<file path="src/rtl/mac_shift_reg_if.sv">
// Control and data bundle for the multiplier-accumulator shift register.
// The master side drives the controls and load data; the slave side is the
// register itself, which returns its contents, serial output and shift count.
interface mac_shift_reg_if #(
    parameter int WIDTH = 8
);
    localparam int CNT_W = $clog2(WIDTH + 1);

    logic             clr;
    logic             ld;
    logic [WIDTH-1:0] d;
    logic             sh_r;
    logic             sh_l;
    logic             sin;
    logic [WIDTH-1:0] q;
    logic             sout;
    logic [CNT_W-1:0] cnt;
    logic             done;

    modport master (
        output clr, ld, d, sh_r, sh_l, sin,
        input  q, sout, cnt, done
    );

    modport slave (
        input  clr, ld, d, sh_r, sh_l, sin,
        output q, sout, cnt, done
    );
endinterface

</file>
<file path="src/rtl/mac_shift_reg.sv">
// Multi-mode WIDTH-bit register for the shift-add MAC datapath.
// Supports synchronous clear, parallel load, one-bit right/left shifts with
// serial in/out, and a saturating shift counter whose terminal value (WIDTH)
// marks the end of one multiply iteration.
// Priority per edge: clr > ld > single shift > hold. Asserting both shift
// controls together is treated as illegal and simply holds q and cnt.
module mac_shift_reg #(
    parameter int               WIDTH     = 8,
    parameter logic [WIDTH-1:0] RESET_VAL = '0
) (
    input  logic                clk,
    input  logic                init0,
    mac_shift_reg_if.slave      bus
);
    // Counter must reach WIDTH, so it needs one more code than WIDTH-1.
    localparam int CNT_W = $clog2(WIDTH + 1);
    localparam logic [CNT_W-1:0] CNT_MAX = CNT_W'(WIDTH);

    logic [WIDTH-1:0] r_q;
    logic [CNT_W-1:0] r_cnt;

    logic [WIDTH-1:0] w_shr;
    logic [WIDTH-1:0] w_shl;
    logic [WIDTH-1:0] w_q_next;
    logic [CNT_W-1:0] w_cnt_next;
    logic             w_shift_one;
    logic             w_at_max;

    // Right shift moves sin into the MSB, left shift moves it into the LSB.
    for (genvar gi = 0; gi < WIDTH; gi++) begin : g_shift
        if (gi == 0) begin : g_lsb
            assign w_shr[gi] = r_q[gi+1];
            assign w_shl[gi] = bus.sin;
        end else if (gi == WIDTH - 1) begin : g_msb
            assign w_shr[gi] = bus.sin;
            assign w_shl[gi] = r_q[gi-1];
        end else begin : g_mid
            assign w_shr[gi] = r_q[gi+1];
            assign w_shl[gi] = r_q[gi-1];
        end
    end

    // Exactly one shift direction requested; both together is a no-op.
    assign w_shift_one = bus.sh_r ^ bus.sh_l;
    assign w_at_max    = (r_cnt == CNT_MAX);

    // Next-state selection in priority order clr > ld > shift > hold.
    always_comb begin
        w_q_next   = r_q;
        w_cnt_next = r_cnt;
        if (bus.clr) begin
            w_q_next   = RESET_VAL;
            w_cnt_next = '0;
        end else if (bus.ld) begin
            w_q_next   = bus.d;
            w_cnt_next = '0;
        end else if (w_shift_one) begin
            w_q_next = bus.sh_r ? w_shr : w_shl;
            if (!w_at_max) begin
                w_cnt_next = r_cnt + CNT_W'(1);
            end
        end
    end

    // State register with asynchronous active-low initialisation.
    always_ff @(posedge clk or negedge init0) begin
        if (!init0) begin
            r_q   <= RESET_VAL;
            r_cnt <= '0;
        end else begin
            r_q   <= w_q_next;
            r_cnt <= w_cnt_next;
        end
    end

    assign bus.q    = r_q;
    assign bus.cnt  = r_cnt;
    assign bus.done = w_at_max;
    // Bit that would leave the register on this edge, visible ahead of it.
    assign bus.sout = bus.sh_r ? r_q[0] : r_q[WIDTH-1];
endmodule

</file>
<file path="src/flat_wrapper.sv">
// flat-port wrapper written by rule: the top's interface ports become plain ports
module mac_shift_reg_flat 
#(
    parameter int               WIDTH     = 8,
    parameter logic [WIDTH-1:0] RESET_VAL = '0
)
  (clk, init0, bus_clr, bus_ld, bus_d, bus_sh_r, bus_sh_l, bus_sin, bus_q, bus_sout, bus_cnt, bus_done);
  mac_shift_reg_if #(.WIDTH(WIDTH)) bus_i ();
  input  logic clk;
  input  logic init0;
  input wire logic [$bits(bus_i.clr)-1:0] bus_clr;
  input wire logic [$bits(bus_i.ld)-1:0] bus_ld;
  input wire logic [$bits(bus_i.d)-1:0] bus_d;
  input wire logic [$bits(bus_i.sh_r)-1:0] bus_sh_r;
  input wire logic [$bits(bus_i.sh_l)-1:0] bus_sh_l;
  input wire logic [$bits(bus_i.sin)-1:0] bus_sin;
  output wire logic [$bits(bus_i.q)-1:0] bus_q;
  output wire logic [$bits(bus_i.sout)-1:0] bus_sout;
  output wire logic [$bits(bus_i.cnt)-1:0] bus_cnt;
  output wire logic [$bits(bus_i.done)-1:0] bus_done;
  assign bus_i.clr = bus_clr;
  assign bus_i.ld = bus_ld;
  assign bus_i.d = bus_d;
  assign bus_i.sh_r = bus_sh_r;
  assign bus_i.sh_l = bus_sh_l;
  assign bus_i.sin = bus_sin;
  assign bus_q = bus_i.q;
  assign bus_sout = bus_i.sout;
  assign bus_cnt = bus_i.cnt;
  assign bus_done = bus_i.done;
  mac_shift_reg #(.WIDTH(WIDTH), .RESET_VAL(RESET_VAL)) u_core (.clk(clk), .init0(init0), .bus(bus_i));
endmodule
</file>
<file path="config.mk">
export PLATFORM = sky130hd
export DESIGN_NAME = mac_shift_reg_flat
export DESIGN_NICKNAME = d
export VERILOG_FILES = /design/src/rtl/mac_shift_reg_if.sv /design/src/rtl/mac_shift_reg.sv /design/src/flat_wrapper.sv
export SDC_FILE = /design/constraint.sdc
export NUM_CORES = 1
export LEC_CHECK = 0
export BUFFER_PORTS_ARGS = -buffer_cell sky130_fd_sc_hd__buf_4
export CAP_MARGIN = 10
export CELL_PAD_IN_SITES_DETAIL_PLACEMENT = 2
export CELL_PAD_IN_SITES_GLOBAL_PLACEMENT = 2
export CORE_MARGIN = 8
export CORE_UTILIZATION = 25
export DETAILED_ROUTE_END_ITERATION = 16
export PLACE_DENSITY = 0.81
export SLEW_MARGIN = 10
export SYNTH_ARGS = -nofsm -noshare
export SYNTH_HDL_FRONTEND = slang
export SYNTH_SLANG_ARGS = --single-unit
</file>
<file path="constraint.sdc">
create_clock -name clk -period 3.4 [get_ports clk]
set_input_delay 0.68 -clock clk [delete_from_list [all_inputs] [get_ports clk]]
set_output_delay 0.68 -clock clk [all_outputs]
set_load 0.02 [all_outputs]
</file>
-- Yosys cells after proc, flatten, opt, wreduce, memory -nomap -nowiden
Index checks and enable logic that the tools add are counted.
Widths: inputs -> output; s select.
- $add $sub $neg: 1
- order comparisons: 0
- div/mod/pow operators: 0
- reduce and logical (&&, ||, !) cells: 2
- equality and inequality tests: 2
- mux-type cells: 9
- shift-type cells: 0
- multiply operators: 0
- bitwise operators: 1
- operator list (cell ; count):
    $mux 8 ; 4
    $mux 4 ; 4
    $add 4x1->4 const B ; 1
    $eq 4x4->1 const B ; 1
    $ne 3x3->1 const B ; 1
    $reduce_bool 3->1 ; 1
    $reduce_and 2->1 ; 1
    $mux 1 ; 1
    $xor 1x1->1 ; 1
- bits in writable memories: 0
- bits of input ports: 15
- output and inout bits: 14
- bits in read-only memories: 0
- latch bits: 0
- memories kept: 0
- word-level logic and storage cells: 17
- bits in registers: 12

-- Logic depth before layout (Yosys ltp)
Gate-level depths: netlist (run 1).
- depth after elaboration: 5
- mapped depth: 6
- depth with buffers taken out: 5

-- Least setup slack after synthesis (run 1)
OpenSTA, ideal clock, no wires.
- path kind: input-to-output
- from: input port bus_sh_r
- to: output port bus_sout
- buffers on the path: 1
- arrival: 1.261 ns
- cell stages on the path: 2
- path slack: 1.459 ns
- path through: buf_4 -> mux2_2
- longest elaborated chain between the ends: 1
- ends and longest elaborated chain (what ; RTL line ; source):
    start, declared ; flat_wrapper.sv:14 ; input wire logic [$bits(bus_i.sh_r)-1:0] bus_sh_r;
    $mux 1 ; mac_shift_reg.sv:80 ; assign bus.sout = bus.sh_r ? r_q[0] : r_q[WIDTH-1];
    end, declared ; flat_wrapper.sv:18 ; output wire logic [$bits(bus_i.sout)-1:0] bus_sout;
Every way passes these cells.

-- Worst setup path after layout (run 1)
Same ends and word-level chain as after synthesis.

==> results.sh, run 1 <==
export IMPL_overflow=0
export IMPL_synthFlopType="dfrtp_1"
export IMPL_synth_seq_cells=12
export IMPL_multiInputGateArea_um2=380.4
export IMPL_core_region_area_mm2=0.002758
export IMPL_cts_resized=0
export IMPL_total_power_mw=0.3597
export IMPL_synth_avg_cell_area_um2=10.44
export IMPL_rows=19
export IMPL_grt_max_degree=18
export IMPL_timing_setup_tns_ns=0
export IMPL_die_x_um=70.06
export IMPL_die_y_um=70.06
export IMPL_grt_pass1_vias=811
export IMPL_period_share_pct=61.40
export IMPL_synth_area_leaders="dfrtp_1 (41%), mux2i_1 (11%), o31ai_1 (6.2%)"
export IMPL_max_stage_delay_ns=0.37
export IMPL_fmax_mhz=479.0
export IMPL_portBuffers=28
export IMPL_cp_common_cell="buf_4"
export IMPL_synthTopCellsByCount="dfrtp_1 (12), mux2i_1 (8), o31ai_1 (6)"
export IMPL_rsz0062_at_grt="false"
export IMPL_antenna_found_initial=0
export IMPL_worstSkewPairLatency_ns=0.28
export IMPL_synth_compound_area_share_pct=21.40
export IMPL_grt_pass1_wl_mm=4.008
export IMPL_cp_required_ns=2.72
export IMPL_antenna_diode_count=0
export IMPL_clock_path_buffers=2
export IMPL_period_needed_ns=2.088
export IMPL_wl_per_cell_um=18.46
export IMPL_hpwl_mm=1.819
export IMPL_cp_slowest_cell="mux2_2"
export IMPL_status="finished clean"
export IMPL_seq_area_frac_synth_pct=41.10
export IMPL_fin_cells=128
export IMPL_firstDrtPassIters=4
export IMPL_nFillCells=335
export IMPL_synthXorXnorAreaFrac_pct=2.226
export IMPL_holdCritPathClass="input port to asynchronous set/reset pin"
export IMPL_yosys_area_share_adder_pct=3.425
export IMPL_h_tree_depth=1
export IMPL_syn_to_final_growth_pct=34.76
export IMPL_path_clk_slew_ns=0.08
export IMPL_antenna_left=0
export IMPL_cts_buffers=3
export IMPL_cap_violations=0
export IMPL_synth_simple_gate_area_share_pct=12.50
export IMPL_drc_errors=0
export IMPL_hold_buffers=0
export IMPL_ios=29
export IMPL_synth_top_area_share_pct=41.10
export IMPL_synth_top_family_by_area="compound AO/OA/AOI/OAI gates"
export IMPL_first_iter_violations=22
export IMPL_critical_path_max_fanout=10
export IMPL_yosysTopAreaCell="dfrtp_1"
export IMPL_yosys_cell_types_count=27
export IMPL_vias_per_cell=5.359
export IMPL_worstPathCellList="buf_4, mux2_2, buf_4"
export IMPL_maxSlewHeadroom_pct=47.32
export IMPL_die_area_mm2=0.004908
export IMPL_layout_nets=115
export IMPL_critical_path_class="input port to output port"
export IMPL_gp_congestion=0.7726
export IMPL_synthMuxAreaShare_pct=12.50
export IMPL_grtUsageTotal_pct=9.879
export IMPL_fin_skew_ns=0.003481
export IMPL_power_density_mw_per_mm2=365.3
export IMPL_syn_nets=87
export IMPL_seqCellArea_um2=300.3
export IMPL_drive_above_1_share_pct=37.11
export IMPL_async_flop_share_pct=100.0
export IMPL_critical_path_endpoint_type="output port"
export IMPL_netlist_area_um2=730.7
export IMPL_ir_drop_mv=0.1676
export IMPL_worst_setup_path_start_kind="input port"
export IMPL_wirelength_mm=2.363
export IMPL_cts_tree="yes"
export IMPL_cts_root_buf="clkbuf_4"
export IMPL_yosys_warnings=0
export IMPL_hold_violations=0
export IMPL_num_vias=686
export IMPL_start_util_pct=26.50
export IMPL_crit_arrival_ns=1.41
export IMPL_drv_slew=0
export IMPL_synth_edff_count=0
export IMPL_worst_pin_slew_ns=0.7863
export IMPL_p_leak_nw=0.4605
export IMPL_netlist_instances=70
export IMPL_synth_most_common_cell="dfrtp_1"
export IMPL_dp_cells=124
export IMPL_post_cts_buffers=0
export IMPL_clkSinkCount=12
export IMPL_finalSetupViolations=0
## worst paths after layout
path / start / endpoint / slack [ns] / depth (start not counted)
min: init0 / u_core.bus.q[0]$_DFFE_PN0P_ / 0.23 / 1
max in group asynchronous: init0 / u_core.bus.q[3]$_DFFE_PN0P_ / 3.01 / 1
max: bus_sh_r / bus_sout / 1.31 / 3
min reg2reg: u_core.bus.cnt[3]$_DFFE_PN0P_ / u_core.bus.cnt[3]$_DFFE_PN0P_ / 0.59 / 2
max reg2reg: u_core.bus.cnt[0]$_DFFE_PN0P_ / u_core.bus.cnt[2]$_DFFE_PN0P_ / 1.78 / 5
min in group clk: u_core.bus.cnt[3]$_DFFE_PN0P_ / u_core.bus.cnt[3]$_DFFE_PN0P_ / 0.59 / 2
## routing by layer
metal  share of wire (%)  vias to the layer above  routed length (um)  GRT usage (%)
met4                0.72                        0                  17          2.679
met3                 4.7                        2                 110          3.390
met2                  49                       22                1156          16.45
met5                   0                        -                   0              0
met1                  46                      339                1079          11.70
li1                    -                      323                   -              -
## final cells by class
cell class,instances,share of cell area [%]
Multi-Input combinational cell,49,38.63
Sequential cell,12,30.50
Timing Repair Buffer,29,22.11
Tap cell,31,3.939
Clock buffer,4,3.685
Inverter,3,1.144
## power breakdown
part           switching (mW)  internal [mW]
Clock                  0.0513         0.0652
Sequential            0.00959          0.150
Combinational          0.0461         0.0375
Total                   0.107          0.253
## kinds of logic (layout without fill, tap and decap cells)
logic type	count (synthesis)	count (layout)
AOI/OAI and AO/OA	21	21
xor gates and xnor gates	1	1
buffers and inverters	9	36
DFF	12	12
adders and majority gates	2	2
muxes	9	9
and+or+nand+nor	16	16
## worst max-delay path, delay by kind of cell
family | cells | cell delay, ns
buffers and inverters | 2 | 0.35
muxes | 1 | 0.37
## registers in the layout, indices dropped and copies added (netlist names)
name / flops
u_core.bus.cnt: 4
u_core.bus.q: 8
## cells in the final DEF, fill, tap and decap left out, drive strengths merged
cell and count:
o31ai 6, or3 2, nand2 2, inv 3
nor2b 1, nor3 3, or2 1, xnor2 1
a32oi 5, dfrtp 12, o211ai 1, a21oi 3
ha 2, a311o 1, mux2 1, or4 1
buf 29, o21ai 3, mux2i 8, nand3 1
nor3b 2, a221o 2, clkbuf 4, nor2 2
and3b 1
## per-stage QoR
stage / hold slack, ns / utilization (%) / setup WS [ns] / instance area [um2]
floorplan: 0.3844 / - / 1.459 / 730.7
global placement: 0.5305 / 34.39 / 1.341 / 948.4
detailed placement: 0.5337 / 34.39 / 1.268 / 948.4
CTS: 0.2244 / 35.71 / 1.285 / 984.7
global route: 0.2293 / 35.71 / 1.225 / 984.7
finish: 0.2266 / 35.71 / 1.312 / 984.7
Power figures use the tool's default switching activity.
==> run 2: changes to the inputs <==
- clock period: 3.4 -> 2 ns (I/O delays scaled with it)
==> run 2 against run 1 <==
  * Flip-flop and latch count unchanged
  * Wire length down 0.59%
  * First-iteration DRC count down 32%
  * Via count up 1.0%
  * Clock power up 32%
  * Final cell count up 0.78%
  * Worst hold slack better by 0.11 ns
  * Register-to-register slack worse by 1.4 ns
  * Cell area up 0.38%
  * Non-clock buffer count up 2
  * Combinational power up 73%
  * Sequential power up 69%
  * Critical path type is now flip-flop to output port
  * Critical endpoint is now bus_done
  * Largest power group unchanged
==> results.sh, run 2 (synthesis results as in run 1) <==
export IMPL_status="finished clean"
export IMPL_die_y_um=70.06
export IMPL_hold_path_end="u_core.bus.q[2]$_DFFE_PN0P_"
export IMPL_antenna_left=0
export IMPL_hp_start="bus_d[2]"
export IMPL_final_common_cell="buf_4"
export IMPL_hpwl_mm=1.847
export IMPL_dp_cells=125
export IMPL_wirelength_mm=2.349
export IMPL_critical_path_class="flip-flop to output port"
export IMPL_worst_pin_slew_ns=0.5654
export IMPL_setup_ws_ns=0.1943
export IMPL_pre_cts_slack_ns=0.3567
export IMPL_cts_resized=0
export IMPL_worstSkewPairLatency_ns=0.28
export IMPL_cap_violations=0
export IMPL_p_sw_mw=0.1764
export IMPL_fin_skew_ns=0.006457
export IMPL_r2r_slack_ns=0.36
export IMPL_hold_buffers=1
export IMPL_gp_congestion=0.7493
export IMPL_overflow=0
export IMPL_clock_path_buffers=2
export IMPL_period_needed_ns=1.806
export IMPL_syn_to_final_growth_pct=35.27
export IMPL_seqCellArea_um2=300.3
export IMPL_antenna_diode_count=0
export IMPL_start_util_pct=26.50
export IMPL_rows=19
export IMPL_firstDrtPassIters=3
export IMPL_crit_reg2reg_launch="u_core.bus.cnt[0]$_DFFE_PN0P_"
export IMPL_period_share_pct=90.28
export IMPL_grtUsageTotal_pct=10.21
export IMPL_worst_setup_path_start_kind="flip-flop"
export IMPL_die_x_um=70.06
export IMPL_rr_worst_depth=5
export IMPL_drv_slew=0
export IMPL_nFillCells=330
export IMPL_grt_max_degree=13
export IMPL_ir_drop_mv=0.2691
export IMPL_p_comb_share_pct=25.4
export IMPL_clkSinkCount=12
export IMPL_layout_nets=117
export IMPL_total_power_mw=0.5688
export IMPL_drc_errors=0
export IMPL_portBuffers=28
export IMPL_num_vias=693
export IMPL_core_region_area_mm2=0.002758
export IMPL_post_cts_buffers=0
export IMPL_rsz0062_at_grt="false"
export IMPL_cp_required_ns=1.60
export IMPL_crit_arrival_ns=1.41
export IMPL_h_tree_depth=1
export IMPL_grt_pass1_vias=824
export IMPL_critical_path_max_fanout=6
export IMPL_finalSetupViolations=0
export IMPL_mostFrequentLayoutCells="buf_4 (30), dfrtp_1 (12), mux2i_1 (8)"
export IMPL_cts_root_buf="clkbuf_4"
export IMPL_hold_violations=0
export IMPL_antenna_found_initial=0
export IMPL_critical_path_endpoint_type="output port"
export IMPL_switching_share_pct=31.01
export IMPL_cts_tree="yes"
export IMPL_power_density_mw_per_mm2=575.5
export IMPL_fmax_mhz=553.8
export IMPL_p_int_mw=0.3924
export IMPL_vias_per_cell=5.372
export IMPL_hold_depth=3
export IMPL_grt_pass1_wl_mm=4.146
export IMPL_pwr_share_seq_pct=47.7
export IMPL_timing_setup_tns_ns=0
export IMPL_maxSlewHeadroom_pct=62.17
export IMPL_drive_above_1_share_pct=36.73
export IMPL_largest_reg_flops=8
export IMPL_utilization_pct=35.84
export IMPL_first_iter_violations=15
export IMPL_r2r_end="u_core.bus.cnt[2]$_DFFE_PN0P_"
export IMPL_die_area_mm2=0.004908
export IMPL_p_leak_nw=0.4623
export IMPL_holdCritPathClass="input port to flip-flop"
export IMPL_pwr_share_clk_pct=26.9
export IMPL_path_clk_slew_ns=0.07
export IMPL_ios=29
export IMPL_wl_per_cell_um=18.21
export IMPL_multiInputGateArea_um2=380.4
export IMPL_fin_cells=129
export IMPL_cts_buffers=3
-- run 2: per-stage QoR --
step	hold slack [ns]	area, um2
floorplan	0.1044	730.7
global placement	0.2519	955.9
detailed placement	0.2545	955.9
CTS	0.3324	988.4
global route	0.3349	988.4
finish	0.3393	988.4
-- run 2: power by group through the flow --
| stage | registers (mW) | logic, mW | clock network [mW] |
|---|---|---|---|
| 2_1_floorplan | 0.287 | 0.0623 | 0 |
| 3_3_place_gp | 0.275 | 0.142 | 0 |
| 3_5_place_dp | 0.276 | 0.146 | 0 |
| 4_1_cts | 0.271 | 0.148 | 0.161 |
| 5_1_grt | 0.274 | 0.160 | 0.171 |
| 6_report | 0.271 | 0.145 | 0.153 |
-- run 2: worst max-delay path, cell delays in order, from the launching register on --
cell,delay (ns)
dfrtp_1,0.45
inv_1,0.07
ha_1,0.20
and3b_1,0.24
buf_4,0.18
-- run 2: layer usage --
layer | share of wire (%) | track usage [%] | vias to the layer above
li1 | - | - | 326
met1 | 47 | 12.47 | 343
met2 | 49 | 16.85 | 22
met3 | 3.6 | 2.260 | 2
met4 | 0.89 | 4.018 | 0
met5 | 0 | 0 | -
-- run 2: cell type report --
type / count / share of cell area [%]
Sequential cell: 12 / 30.38
Timing Repair Buffer: 31 / 23.80
Tap cell: 31 / 3.924
Clock buffer: 3 / 2.278
Inverter: 3 / 1.139
Multi-Input combinational cell: 49 / 38.48
-- run 2: how the worst max path moves through the flow --
stage	slack, ns	endpoint	start	depth (start not counted)
2_1_floorplan	0.30	u_core.bus.cnt[2]$_DFFE_PN0P_	u_core.bus.cnt[0]$_DFFE_PN0P_	6
3_3_place_gp	0.41	u_core.bus.cnt[2]$_DFFE_PN0P_	bus_sh_r	5
3_5_place_dp	0.36	u_core.bus.cnt[2]$_DFFE_PN0P_	u_core.bus.cnt[0]$_DFFE_PN0P_	5
4_1_cts	0.16	bus_done	u_core.bus.cnt[0]$_DFFE_PN0P_	4
5_1_grt	0.06	bus_done	u_core.bus.cnt[0]$_DFFE_PN0P_	4
6_report	0.19	bus_done	u_core.bus.cnt[0]$_DFFE_PN0P_	4
==> run 3: changes to the inputs <==
- BUFFER_PORTS_ARGS: -buffer_cell sky130_fd_sc_hd__buf_4 -> unset
- DONT_BUFFER_PORTS: unset -> 1
- PLACE_DENSITY: 0.81 -> 0.66
==> run 3 against run 2 <==
  * Count of clock-buffer cells in the layout is 1 higher
  * Clock power increased by 30%
  * Highest routed layer unchanged
  * First-iteration DRC count increased by 13%
==> results.sh, run 3 (synthesis results as in run 1) <==
export IMPL_status="finished clean"
export IMPL_worst_pin_slew_ns=0.6513
export IMPL_cts_buffers=3
export IMPL_hpwl_mm=1.707
export IMPL_grt_pass1_wl_mm=3.974
export IMPL_cp_slowest_cell="dfrtp_1"
export IMPL_clock_path_buffers=2
export IMPL_cap_violations=0
export IMPL_die_y_um=70.06
export IMPL_rr_worst_depth=5
export IMPL_cts_root_buf="clkbuf_4"
export IMPL_utilization_pct=29.27
export IMPL_hp_start="bus_d[4]"
export IMPL_power_density_mw_per_mm2=699.5
export IMPL_maxSlewHeadroom_pct=56.36
export IMPL_drc_errors=0
export IMPL_cp_required_ns=1.60
export IMPL_path_clk_slew_ns=0.08
export IMPL_hold_violations=0
export IMPL_largest_reg_flops=8
export IMPL_post_cts_buffers=0
export IMPL_overflow=0
export IMPL_firstDrtPassIters=4
export IMPL_hold_depth=2
export IMPL_h_tree_depth=1
export IMPL_clkSinkCount=12
export IMPL_antenna_found_initial=0
export IMPL_start_util_pct=26.50
export IMPL_crit_arrival_ns=1.33
export IMPL_ir_drop_mv=0.3040
export IMPL_fmax_mhz=577.0
export IMPL_critPathLaunch="u_core.bus.cnt[2]$_DFFE_PN0P_"
export IMPL_max_stage_delay_ns=0.49
export IMPL_multiInputGateArea_um2=380.4
export IMPL_core_region_area_mm2=0.002758
export IMPL_drive_above_1_share_pct=15.07
export IMPL_nFillCells=321
export IMPL_grt_max_degree=17
export IMPL_critical_path_class="flip-flop to output port"
export IMPL_period_share_pct=86.66
export IMPL_crit_reg2reg_launch="u_core.bus.cnt[0]$_DFFE_PN0P_"
export IMPL_rsz0062_at_grt="false"
export IMPL_finalSetupViolations=0
export IMPL_worst_setup_path_start_kind="flip-flop"
export IMPL_grtUsageTotal_pct=9.824
export IMPL_wirelength_mm=2.304
export IMPL_antenna_diode_count=0
export IMPL_critical_path_endpoint_type="output port"
export IMPL_num_vias=598
export IMPL_die_area_mm2=0.004908
export IMPL_p_leak_nw=0.3393
export IMPL_antenna_left=0
export IMPL_die_x_um=70.06
export IMPL_portBuffers=0
export IMPL_period_needed_ns=1.733
export IMPL_worstSkewPairLatency_ns=0.27
export IMPL_gp_congestion=0.6984
export IMPL_layout_nets=91
export IMPL_drv_slew=0
export IMPL_first_iter_violations=17
export IMPL_grt_pass1_vias=720
export IMPL_mostFrequentLayoutCells="dfrtp_1 (12), mux2i_1 (8), o31ai_1 (6)"
export IMPL_critical_path_max_fanout=6
export IMPL_fin_skew_ns=0.0005657
export IMPL_holdCritPathClass="input port to flip-flop"
export IMPL_syn_to_final_growth_pct=10.45
export IMPL_cts_tree="yes"
export IMPL_worstPathCellList="and3b_1, buf_4"
export IMPL_timing_setup_tns_ns=0
export IMPL_wl_per_cell_um=22.15
export IMPL_vias_per_cell=5.750
export IMPL_final_common_cell="dfrtp_1"
export IMPL_total_power_mw=0.5646
export IMPL_ios=29
export IMPL_rows=19
export IMPL_seqCellArea_um2=300.3
## run 3: cell types whose count changed in the layout (fill, tap and decap cells not counted), sizes merged
cell,previous run,this run
buf,30,4
clkbuf,3,4
## run 3: worst max-delay path, delay by kind of cell (launching register included)
| family | cells | cell delay [ns] |
|---|---|---|
| flip-flops | 1 | 0.49 |
| AND/OR/NAND/NOR | 1 | 0.38 |
| buffers and inverters | 1 | 0.19 |
## run 3: area by class of cell
cell class	count	share of cell area [%]
clock buffer	4	4.496
inverter	3	1.395
multi-input combinational	49	47.13
sequential	12	37.21
tap	31	4.806
timing repair buffer	5	4.961
## run 3: worst paths after layout
kind | endpoint | slack [ns]
setup / recovery | bus_done | 0.27
setup reg to reg | u_core.bus.cnt[2]$_DFFE_PN0P_ | 0.47
min in group asynchronous | u_core.bus.cnt[0]$_DFFE_PN0P_ | 0.57
hold / removal | u_core.bus.q[4]$_DFFE_PN0P_ | 0.25
max in group asynchronous | u_core.bus.q[5]$_DFFE_PN0P_ | 1.05
hold reg to reg | u_core.bus.cnt[3]$_DFFE_PN0P_ | 0.71
## run 3: what timing repair did
item	in CTS	in global routing
gates resized for setup	0	0
hold buffers	1	0
endpoints found under the setup margin	0	0
hold endpoints to repair	12	0
## run 3: per-stage QoR
step	cell area [um2]	hold WS, ns	setup WS [ns]	std cells
floorplan	730.7	0.1044	0.3047	70
global placement	760.7	0.1050	0.5360	99
detailed placement	760.7	0.1049	0.4578	99
CTS	807.0	0.2397	0.2418	104
global route	807.0	0.2477	0.1535	104
finish	807.0	0.2503	0.2668	104
## run 3: routing by layer
layer | up-vias | share of wire [%] | global-route usage, %
li1 | 275 | - | -
met1 | 297 | 43 | 11.71
met2 | 24 | 46 | 14.92
met3 | 2 | 11 | 5.226
met4 | 0 | 0.35 | 2.679
met5 | - | 0 | 0
## run 3: where the power goes
part	total, mW	internal, mW	leakage (nW)	switching, mW
registers	0.286	0.255	0.162	0.0308
clock network	0.199	0.111	0.0210	0.0887
logic	0.0798	0.0325	0.157	0.0472
total	0.565	0.398	0.339	0.167
